$ cat src/rtl/wb_regfile_if.sv
// ---------------------------------------------------------------------------
// wb_regfile_if
// Bundles the MEM/WB write-back fields, the decode-stage read ports and the
// status outputs of wb_regfile.
//   master : pipeline/testbench side. Drives the MEM/WB fields and read selects.
//            Observes the read data, the effective write, halt and retired.
//   slave  : register file side.
// Handshake: none. The register file accepts one write-back every cycle
// (there is no valid/ready pair), and the read ports are purely combinational.
// ---------------------------------------------------------------------------
interface wb_regfile_if;
  logic        wb_regWEN;
  logic        wb_MemToReg;
  logic        wb_JType;
  logic        wb_RegDst;
  logic        wb_Halt;
  logic [4:0]  wb_rt;
  logic [4:0]  wb_rd;
  logic [31:0] wb_aluOutport;
  logic [31:0] wb_dmemload;
  logic [31:0] wb_pcplus4;
  logic [31:0] wb_instr;
  logic [4:0]  rsel1;
  logic [4:0]  rsel2;
  logic [31:0] rdat1;
  logic [31:0] rdat2;
  logic        wen_out;
  logic [4:0]  wsel_out;
  logic [31:0] wdat_out;
  logic        halt;
  logic [31:0] retired;

  modport master (
    output wb_regWEN, wb_MemToReg, wb_JType, wb_RegDst, wb_Halt,
    output wb_rt, wb_rd, wb_aluOutport, wb_dmemload, wb_pcplus4, wb_instr,
    output rsel1, rsel2,
    input  rdat1, rdat2, wen_out, wsel_out, wdat_out, halt, retired
  );

  modport slave (
    input  wb_regWEN, wb_MemToReg, wb_JType, wb_RegDst, wb_Halt,
    input  wb_rt, wb_rd, wb_aluOutport, wb_dmemload, wb_pcplus4, wb_instr,
    input  rsel1, rsel2,
    output rdat1, rdat2, wen_out, wsel_out, wdat_out, halt, retired
  );
endinterface

$ cat src/rtl/wb_regfile.sv
// ---------------------------------------------------------------------------
// wb_regfile
// Write-back stage plus architectural register file of the pipelined MIPS
// datapath. It selects the write-back destination and data from the
// registered MEM/WB fields and writes the register array. It serves two
// combinational read ports with same-cycle write-through bypass. It also
// keeps a sticky halt flag and a retired-instruction counter.
// Ports:
//   CLK   : system clock, rising edge
//   nRST  : asynchronous active-low reset
//   bus   : wb_regfile_if.slave (MEM/WB fields, read selects/data,
//           effective write wen_out/wsel_out/wdat_out, halt, retired)
// Parameters:
//   NREGS    : number of architectural registers (register 0 reads zero)
//   LINK_REG : destination of JType (jal) link writes
// ---------------------------------------------------------------------------
module wb_regfile #(
  parameter int NREGS    = 32,
  parameter int LINK_REG = 31
) (
  input  logic         CLK,
  input  logic         nRST,
  wb_regfile_if.slave  bus
);

  logic [31:0] r_regs [NREGS];
  logic        r_halt;
  logic [31:0] r_retired;

  logic [4:0]  w_wsel;
  logic [31:0] w_wdat;
  logic        w_wen;
  logic [31:0] w_rdat1;
  logic [31:0] w_rdat2;

  // Destination/data selection. JType (jal) overrides both RegDst and
  // MemToReg. The effective enable is also killed by halt and by a
  // destination of register 0, so the bypass never forwards a write
  // that the array will drop.
  always_comb begin
    w_wsel = bus.wb_RegDst   ? bus.wb_rd       : bus.wb_rt;
    w_wdat = bus.wb_MemToReg ? bus.wb_dmemload : bus.wb_aluOutport;
    if (bus.wb_JType) begin
      w_wsel = 5'(LINK_REG);
      w_wdat = bus.wb_pcplus4;
    end
    w_wen = (bus.wb_regWEN | bus.wb_JType) & ~r_halt & (w_wsel != 5'd0);
  end

  // Register array. Entry 0 is only ever reset, because w_wen excludes it.
  always_ff @(posedge CLK or negedge nRST) begin
    if (!nRST) begin
      for (int i = 0; i < NREGS; i++) begin
        r_regs[i] <= '0;
      end
    end else if (w_wen) begin
      r_regs[w_wsel] <= w_wdat;
    end
  end

  // Halt is sticky until reset. The halt instruction itself still retires,
  // because the flag is sampled before it is set.
  always_ff @(posedge CLK or negedge nRST) begin
    if (!nRST) begin
      r_halt    <= 1'b0;
      r_retired <= '0;
    end else begin
      if (bus.wb_Halt) begin
        r_halt <= 1'b1;
      end
      if ((bus.wb_instr != 32'd0) && !r_halt) begin
        r_retired <= r_retired + 32'd1;
      end
    end
  end

  // Read ports. A same-cycle write to the selected register is forwarded.
  always_comb begin
    w_rdat1 = r_regs[bus.rsel1];
    if (bus.rsel1 == 5'd0) begin
      w_rdat1 = '0;
    end else if (w_wen && (bus.rsel1 == w_wsel)) begin
      w_rdat1 = w_wdat;
    end
  end

  always_comb begin
    w_rdat2 = r_regs[bus.rsel2];
    if (bus.rsel2 == 5'd0) begin
      w_rdat2 = '0;
    end else if (w_wen && (bus.rsel2 == w_wsel)) begin
      w_rdat2 = w_wdat;
    end
  end

  assign bus.rdat1    = w_rdat1;
  assign bus.rdat2    = w_rdat2;
  assign bus.wen_out  = w_wen;
  assign bus.wsel_out = w_wsel;
  assign bus.wdat_out = w_wdat;
  assign bus.halt     = r_halt;
  assign bus.retired  = r_retired;

endmodule

$ cat src/flat_wrapper.sv
// flat-port wrapper written by rule: the top's interface ports become plain ports
module wb_regfile_flat 
#(
  parameter int NREGS    = 32,
  parameter int LINK_REG = 31
)
  (CLK, nRST, bus_wb_regWEN, bus_wb_MemToReg, bus_wb_JType, bus_wb_RegDst, bus_wb_Halt, bus_wb_rt, bus_wb_rd, bus_wb_aluOutport, bus_wb_dmemload, bus_wb_pcplus4, bus_wb_instr, bus_rsel1, bus_rsel2, bus_rdat1, bus_rdat2, bus_wen_out, bus_wsel_out, bus_wdat_out, bus_halt, bus_retired);
  wb_regfile_if bus_i ();
  input  logic CLK;
  input  logic nRST;
  input wire logic [$bits(bus_i.wb_regWEN)-1:0] bus_wb_regWEN;
  input wire logic [$bits(bus_i.wb_MemToReg)-1:0] bus_wb_MemToReg;
  input wire logic [$bits(bus_i.wb_JType)-1:0] bus_wb_JType;
  input wire logic [$bits(bus_i.wb_RegDst)-1:0] bus_wb_RegDst;
  input wire logic [$bits(bus_i.wb_Halt)-1:0] bus_wb_Halt;
  input wire logic [$bits(bus_i.wb_rt)-1:0] bus_wb_rt;
  input wire logic [$bits(bus_i.wb_rd)-1:0] bus_wb_rd;
  input wire logic [$bits(bus_i.wb_aluOutport)-1:0] bus_wb_aluOutport;
  input wire logic [$bits(bus_i.wb_dmemload)-1:0] bus_wb_dmemload;
  input wire logic [$bits(bus_i.wb_pcplus4)-1:0] bus_wb_pcplus4;
  input wire logic [$bits(bus_i.wb_instr)-1:0] bus_wb_instr;
  input wire logic [$bits(bus_i.rsel1)-1:0] bus_rsel1;
  input wire logic [$bits(bus_i.rsel2)-1:0] bus_rsel2;
  output wire logic [$bits(bus_i.rdat1)-1:0] bus_rdat1;
  output wire logic [$bits(bus_i.rdat2)-1:0] bus_rdat2;
  output wire logic [$bits(bus_i.wen_out)-1:0] bus_wen_out;
  output wire logic [$bits(bus_i.wsel_out)-1:0] bus_wsel_out;
  output wire logic [$bits(bus_i.wdat_out)-1:0] bus_wdat_out;
  output wire logic [$bits(bus_i.halt)-1:0] bus_halt;
  output wire logic [$bits(bus_i.retired)-1:0] bus_retired;
  assign bus_i.wb_regWEN = bus_wb_regWEN;
  assign bus_i.wb_MemToReg = bus_wb_MemToReg;
  assign bus_i.wb_JType = bus_wb_JType;
  assign bus_i.wb_RegDst = bus_wb_RegDst;
  assign bus_i.wb_Halt = bus_wb_Halt;
  assign bus_i.wb_rt = bus_wb_rt;
  assign bus_i.wb_rd = bus_wb_rd;
  assign bus_i.wb_aluOutport = bus_wb_aluOutport;
  assign bus_i.wb_dmemload = bus_wb_dmemload;
  assign bus_i.wb_pcplus4 = bus_wb_pcplus4;
  assign bus_i.wb_instr = bus_wb_instr;
  assign bus_i.rsel1 = bus_rsel1;
  assign bus_i.rsel2 = bus_rsel2;
  assign bus_rdat1 = bus_i.rdat1;
  assign bus_rdat2 = bus_i.rdat2;
  assign bus_wen_out = bus_i.wen_out;
  assign bus_wsel_out = bus_i.wsel_out;
  assign bus_wdat_out = bus_i.wdat_out;
  assign bus_halt = bus_i.halt;
  assign bus_retired = bus_i.retired;
  wb_regfile #(.NREGS(NREGS), .LINK_REG(LINK_REG)) u_core (.CLK(CLK), .nRST(nRST), .bus(bus_i));
endmodule
$ cat config.mk
export PLATFORM = sky130hd
export DESIGN_NAME = wb_regfile_flat
export DESIGN_NICKNAME = d
export VERILOG_FILES = /design/src/rtl/wb_regfile_if.sv /design/src/rtl/wb_regfile.sv /design/src/flat_wrapper.sv
export SDC_FILE = /design/constraint.sdc
export NUM_CORES = 2
export LEC_CHECK = 0
export BUFFER_PORTS_ARGS = -buffer_cell sky130_fd_sc_hd__buf_2
export CELL_PAD_IN_SITES_DETAIL_PLACEMENT = 1
export CELL_PAD_IN_SITES_GLOBAL_PLACEMENT = 2
export CORE_ASPECT_RATIO = 0.8
export CORE_MARGIN = 2
export CORE_UTILIZATION = 30
export DETAILED_ROUTE_END_ITERATION = 12
export PLACE_DENSITY_LB_ADDON = 0.1
export REMOVE_ABC_BUFFERS = 1
export SETUP_SLACK_MARGIN = 0.5
export SLEW_MARGIN = 10
export SYNTH_ARGS = -nofsm -noshare
export SYNTH_HDL_FRONTEND = slang
export SYNTH_SLANG_ARGS = --single-unit
$ cat constraint.sdc
create_clock -name CLK -period 4.1 [get_ports CLK]
set_clock_uncertainty 0.15 [all_clocks]
set_input_delay 0.41 -clock CLK [delete_from_list [all_inputs] [get_ports CLK]]
set_output_delay 0.41 -clock CLK [all_outputs]
set_load 0.01 [all_outputs]
### Word level (Yosys, flattened, before mapping)

Cells that the tools add are included.
Widths: inputs -> output; s select.

| storage, ports and cells | value |
|---|---|
| register bits after elaboration | 1057 |
| logic and storage cells | 74 |
| input bits | 155 |

| cells by class | value |
|---|---|
| add/sub/neg operators | 1 |
| reductions and logical operators | 9 |
| bitwise gates (word level) | 7 |
| multiplexer cells | 17 |
| eq/ne operators | 2 |
| order comparisons | 4 |

Operator list:

| cell | number |
|---|---|
| $bwmux 1024 | 1 |
| $mux 32 | 11 |
| $bmux 32 s5 | 2 |
| $demux 32 s5 | 1 |
| $add 32x1->32 const B | 1 |
| $reduce_bool 32->1 | 1 |
| $ge 6x6->1 const B | 3 |
| $not 5->6 | 3 |
| $eq 5x5->1 | 2 |
| $logic_not 5->1 | 2 |
| $mux 5 | 2 |
| $lt 6x1->1 const B | 1 |
| $reduce_bool 5->1 | 1 |
| $logic_and 1x1->1 | 4 |
| $and 1x1->1 | 2 |
| $logic_not 1->1 | 1 |
| $not 1->1 | 1 |
| $or 1x1->1 | 1 |

### Depth between registers and ports, before layout

| logic depth | value |
|---|---|
| depth in word-level cells | 8 |
| mapped depth | 11 |
| mapped depth without buffers | 7 |

### Worst setup path after synthesis

Ideal clock, no wire load.

| path | value |
|---|---|
| path kind | input-to-output |
| from | input port bus_rsel2[0] |
| to | output port bus_rdat2[28] |
| slack | 1.332 ns |
| data arrival time | 2.208 ns |
| buffers on the path | 4 |
| data required time | 3.540 ns |
| stages | 10 |
| cells stage by stage | buf_2 buf_2 buf_2 buf_2 mux2i_1 o22ai_1 a21oi_1 a221oi_1 o21ai_0 o22ai_1 |

| between the ends | value |
|---|---|
| word-level cells in the longest chain between the ends | 6 |
| elaborated cells between the ends (all ways) | 9 |

Ends and longest elaborated chain:

| what | line | source |
|---|---|---|
| from (decl) | flat_wrapper.sv:23 | `input wire logic [$bits(bus_i.rsel2)-1:0] bus_rsel2;` |
| $not 5->6 (not written as such) | wb_regfile.sv:88 | `w_rdat2 = r_regs[bus.rsel2];` |
| $bmux 32 s5 | wb_regfile.sv:88 |  |
| $mux 32 (not written as such) (2 in a row) | wb_regfile.sv:88 |  |
| $mux 32 | wb_regfile.sv:91 | `end else if (w_wen && (bus.rsel2 == w_wsel)) begin` |
| $mux 32 (*) | wb_regfile.sv:89 | `if (bus.rsel2 == 5'd0) begin` |
| to (decl) | flat_wrapper.sv:25 | `output wire logic [$bits(bus_i.rdat2)-1:0] bus_rdat2;` |

Every way passes the cells marked *; elsewhere a longest branch is shown, timed or not. The select of a mux whose other input is x is not followed.

### Final worst setup path

| path | value |
|---|---|
| from | input port bus_rsel2[2] |
| to | output port bus_rdat2[13] |

The elaborated chain is that of the path after synthesis.

==> impl_metrics.env <==
export IMPL_synth_main_ff_cell="dfrtp_1"
export IMPL_die_area_mm2=0.184
export IMPL_dieHeight_um=384
export IMPL_drive_gt1_share_pct=25.2
export IMPL_placed_cell_area_mm2=0.0594
export IMPL_layout_commonest_cell="dfrtp_1"
export IMPL_status="finished, final reports clean"
export IMPL_ys_ff_latch=1057
export IMPL_yosysWarnings=0
export IMPL_syn_avg_cell_area_um2=10.8
export IMPL_drtIter0Drc=2661
export IMPL_start_util_pct=30.2
export IMPL_io_buffers=289
export IMPL_fillers=19714
export IMPL_grt_pass1_vias=43157
export IMPL_vias=41223
export IMPL_ys_async_sr_fraction_pct=100
export IMPL_clock_sinks=1057
export IMPL_final_period_utilization_pct=85.2
export IMPL_crit_chain="buf_4, clkinv_2, nand3_2, buf_4, o22ai_1, nor3_1, o21ai_0, o22ai_1, buf_2"
export IMPL_slowest_stage="nand3_2"
export IMPL_path_delay_family="buffers and inverters"
export IMPL_power_total_w=0.0247
export IMPL_tightest_slew_ns=1.09
export IMPL_final_cell_mix="1057 x dfrtp_1, 1049 x nand2_1, 979 x o21ai_0"
export IMPL_crit_required_ns=3.54
export IMPL_cts_buffers=119
export IMPL_vias_per_cell=5.38
export IMPL_crit_path_max_incr_delay_ns=0.47
export IMPL_drtAntennaViolNets=0
export IMPL_finalInstanceArea_mm2=0.0639
export IMPL_grt_pass1_wl_mm=327
export IMPL_finalHoldViolations=0
export IMPL_crit_type="in -> out"
export IMPL_yosysTopAreaCell="dfrtp_1"
export IMPL_grt_util_all_layers_pct=24.6
export IMPL_area_growth_syn_to_layout_pct=18.0
export IMPL_antenna_found_initial=7
export IMPL_drv_cap=0
export IMPL_gp_congestion=0.768
export IMPL_endpoint_kind="output port"
export IMPL_gr_total_overflow=0
export IMPL_dp_slack_ns=0.00318
export IMPL_ioPinCount=290
export IMPL_yosysTopAreaCellShare_pct=48.8
export IMPL_cts_tree="yes"
export IMPL_htree_levels=3
export IMPL_route_detailed_drc=0
export IMPL_setup_violations=0
export IMPL_startpoint_type="primary input"
export IMPL_drv_slew=0
export IMPL_cp_arrival_ns=2.93
export IMPL_clk_latency_ns=0.75
export IMPL_row_count=139
export IMPL_grt_max_degree=133
export IMPL_drt_pass1_iter_count=5
export IMPL_p_leak_nw=27.5
export IMPL_fin_setup_tns_ns=0
export IMPL_cts_root_buf="clkbuf_16"
export IMPL_die_w_um=479
export IMPL_fin_nets=5332
export IMPL_clock_fmax_mhz=286
export IMPL_slew_headroom_pct=27.6
export IMPL_synth_area_leaders="dfrtp_1 49%, mux4_2 20%, o21ai_0 9.1%, nand2_1 7.4%, clkbuf_1 2.9%"
export IMPL_grt_setup_unrepaired="false"
export IMPL_cts_max_path_buffers=3
export IMPL_wl_per_cell_um=29.3
export IMPL_core_area_mm2=0.179
export IMPL_syn_cell_area_mm2=0.0542
export IMPL_wirelength_mm=225
export IMPL_crit_buf_inv=4
export IMPL_synth_cell_types=54
export IMPL_power_density_mw_per_mm2=387
export IMPL_dpl_hpwl_mm=139
export IMPL_min_path_type="in -> reg"
export IMPL_critical_path_max_fanout=11
export IMPL_finalWorstPathRequiredPeriod_ns=3.49
export IMPL_peakVddDrop_mv=0.368
export IMPL_syn_inst=5028
export IMPL_synth_edff_count=0
export IMPL_seq_area_frac_synth_pct=48.8
export IMPL_clkSlewWorstSetupHoldPaths_ns=0.06
export IMPL_fin_ws_ns=0.608
## path summary, 6_finish.rpt
kind,from,end,slack (ns),cells past startpoint
min reg2reg,u_core.r_regs[1001],u_core.r_regs[1001],0.24,0
min,bus_wb_aluOutport[4],u_core.r_regs[740],0.05,5
min in group asynchronous,nRST,u_core.r_regs[111],0.57,3
max reg2reg,u_core.bus.halt,u_core.r_regs[63],1.14,7
max,bus_rsel2[2],bus_rdat2[13],0.61,9
max in group asynchronous,nRST,u_core.r_regs[271],1.71,4
## Yosys cell counts, types with 3 or more instances
master,instances
nor3_2,8
dfrtp_1,1057
inv_2,5
nand2_1,1072
nor2_1,134
nand3_2,6
inv_1,41
mux4_2,491
o22ai_1,234
nor2b_1,4
clkbuf_1,422
buf_6,8
nand4_1,12
nand2b_1,41
o21ai_1,37
a221oi_1,5
a31oi_1,3
o221ai_1,5
nor4_1,45
mux2i_1,92
o21ai_2,7
mux2_2,5
o21ai_0,980
nor3_1,37
a21oi_1,81
and4_1,5
buf_2,67
xor2_1,7
or2_2,6
and3_1,8
xnor2_1,26
nand3_1,20
buf_1,29
## cell type report
type	instances	area (µm²)	share of cell area, %
tap	2397	3000	4.69
timing repair buffer	553	4380	6.85
clock inverter	39	430	0.673
clock buffer	174	3580	5.60
antenna	3	7.51	0.0117
inverter	47	185	0.290
multi-input combinational	3398	25900	40.5
sequential	1057	26500	41.4
## metal layers
layer	part of all wire (%)	vias up	GRT usage, %
li1	-	18506	-
met1	47	21741	35.3
met2	47	748	39.6
met3	3.5	228	2.83
met4	2.4	0	5.97
met5	0	-	0
## tightest hold or removal path, delay by kind of cell
family | cells | cell delay [ns]
AO/OA/AOI/OAI | 2 | 0.27
buffers and inverters | 1 | 0.07
multiplexers | 1 | 0.05
AND/OR/NAND/NOR | 1 | 0.11
## through the flow
step	cells	util, %	hold WS (ns)
2_1_floorplan	4502	-	-0.0356
3_3_place_gp	7409	33.1	0.188
3_5_place_dp	7409	33.1	0.185
4_1_cts	7661	35.6	0.00244
5_1_grt	7665	35.6	0.0739
6_report	7668	35.6	0.0520
## what timing repair did
item,CTS,global route
gates cloned,1,0
hold buffers,24,0
gates resized for setup,6,5
buffers inserted,14,4
endpoints found under the setup margin,64,17
pin swaps,3,0
hold endpoints to repair,621,0
## flip-flops by register name, summed over array words and instances (netlist names)
signal              flops
u_core.bus.halt         1
u_core.r_regs        1024
u_core.bus.retired     32
## cell families after synthesis
family	Yosys count	share of synthesized area [%]
AO/OA/AOI/OAI	1365	13.4
XOR/XNOR	33	0.534
adder cells (fa/ha/maj)	1	0.0231
buffers and inverters	573	4.24
flip-flops	1057	48.8
multiplexers	589	22.3
AND/OR/NAND/NOR	1410	10.7
## power breakdown
part           switching [W]  internal (W)  leakage [nW]
sequential          0.000169        0.0107          14.7
combinational        0.00174      0.000953          10.9
clock                0.00473       0.00650          2.00
Power figures use the tool's default switching activity.
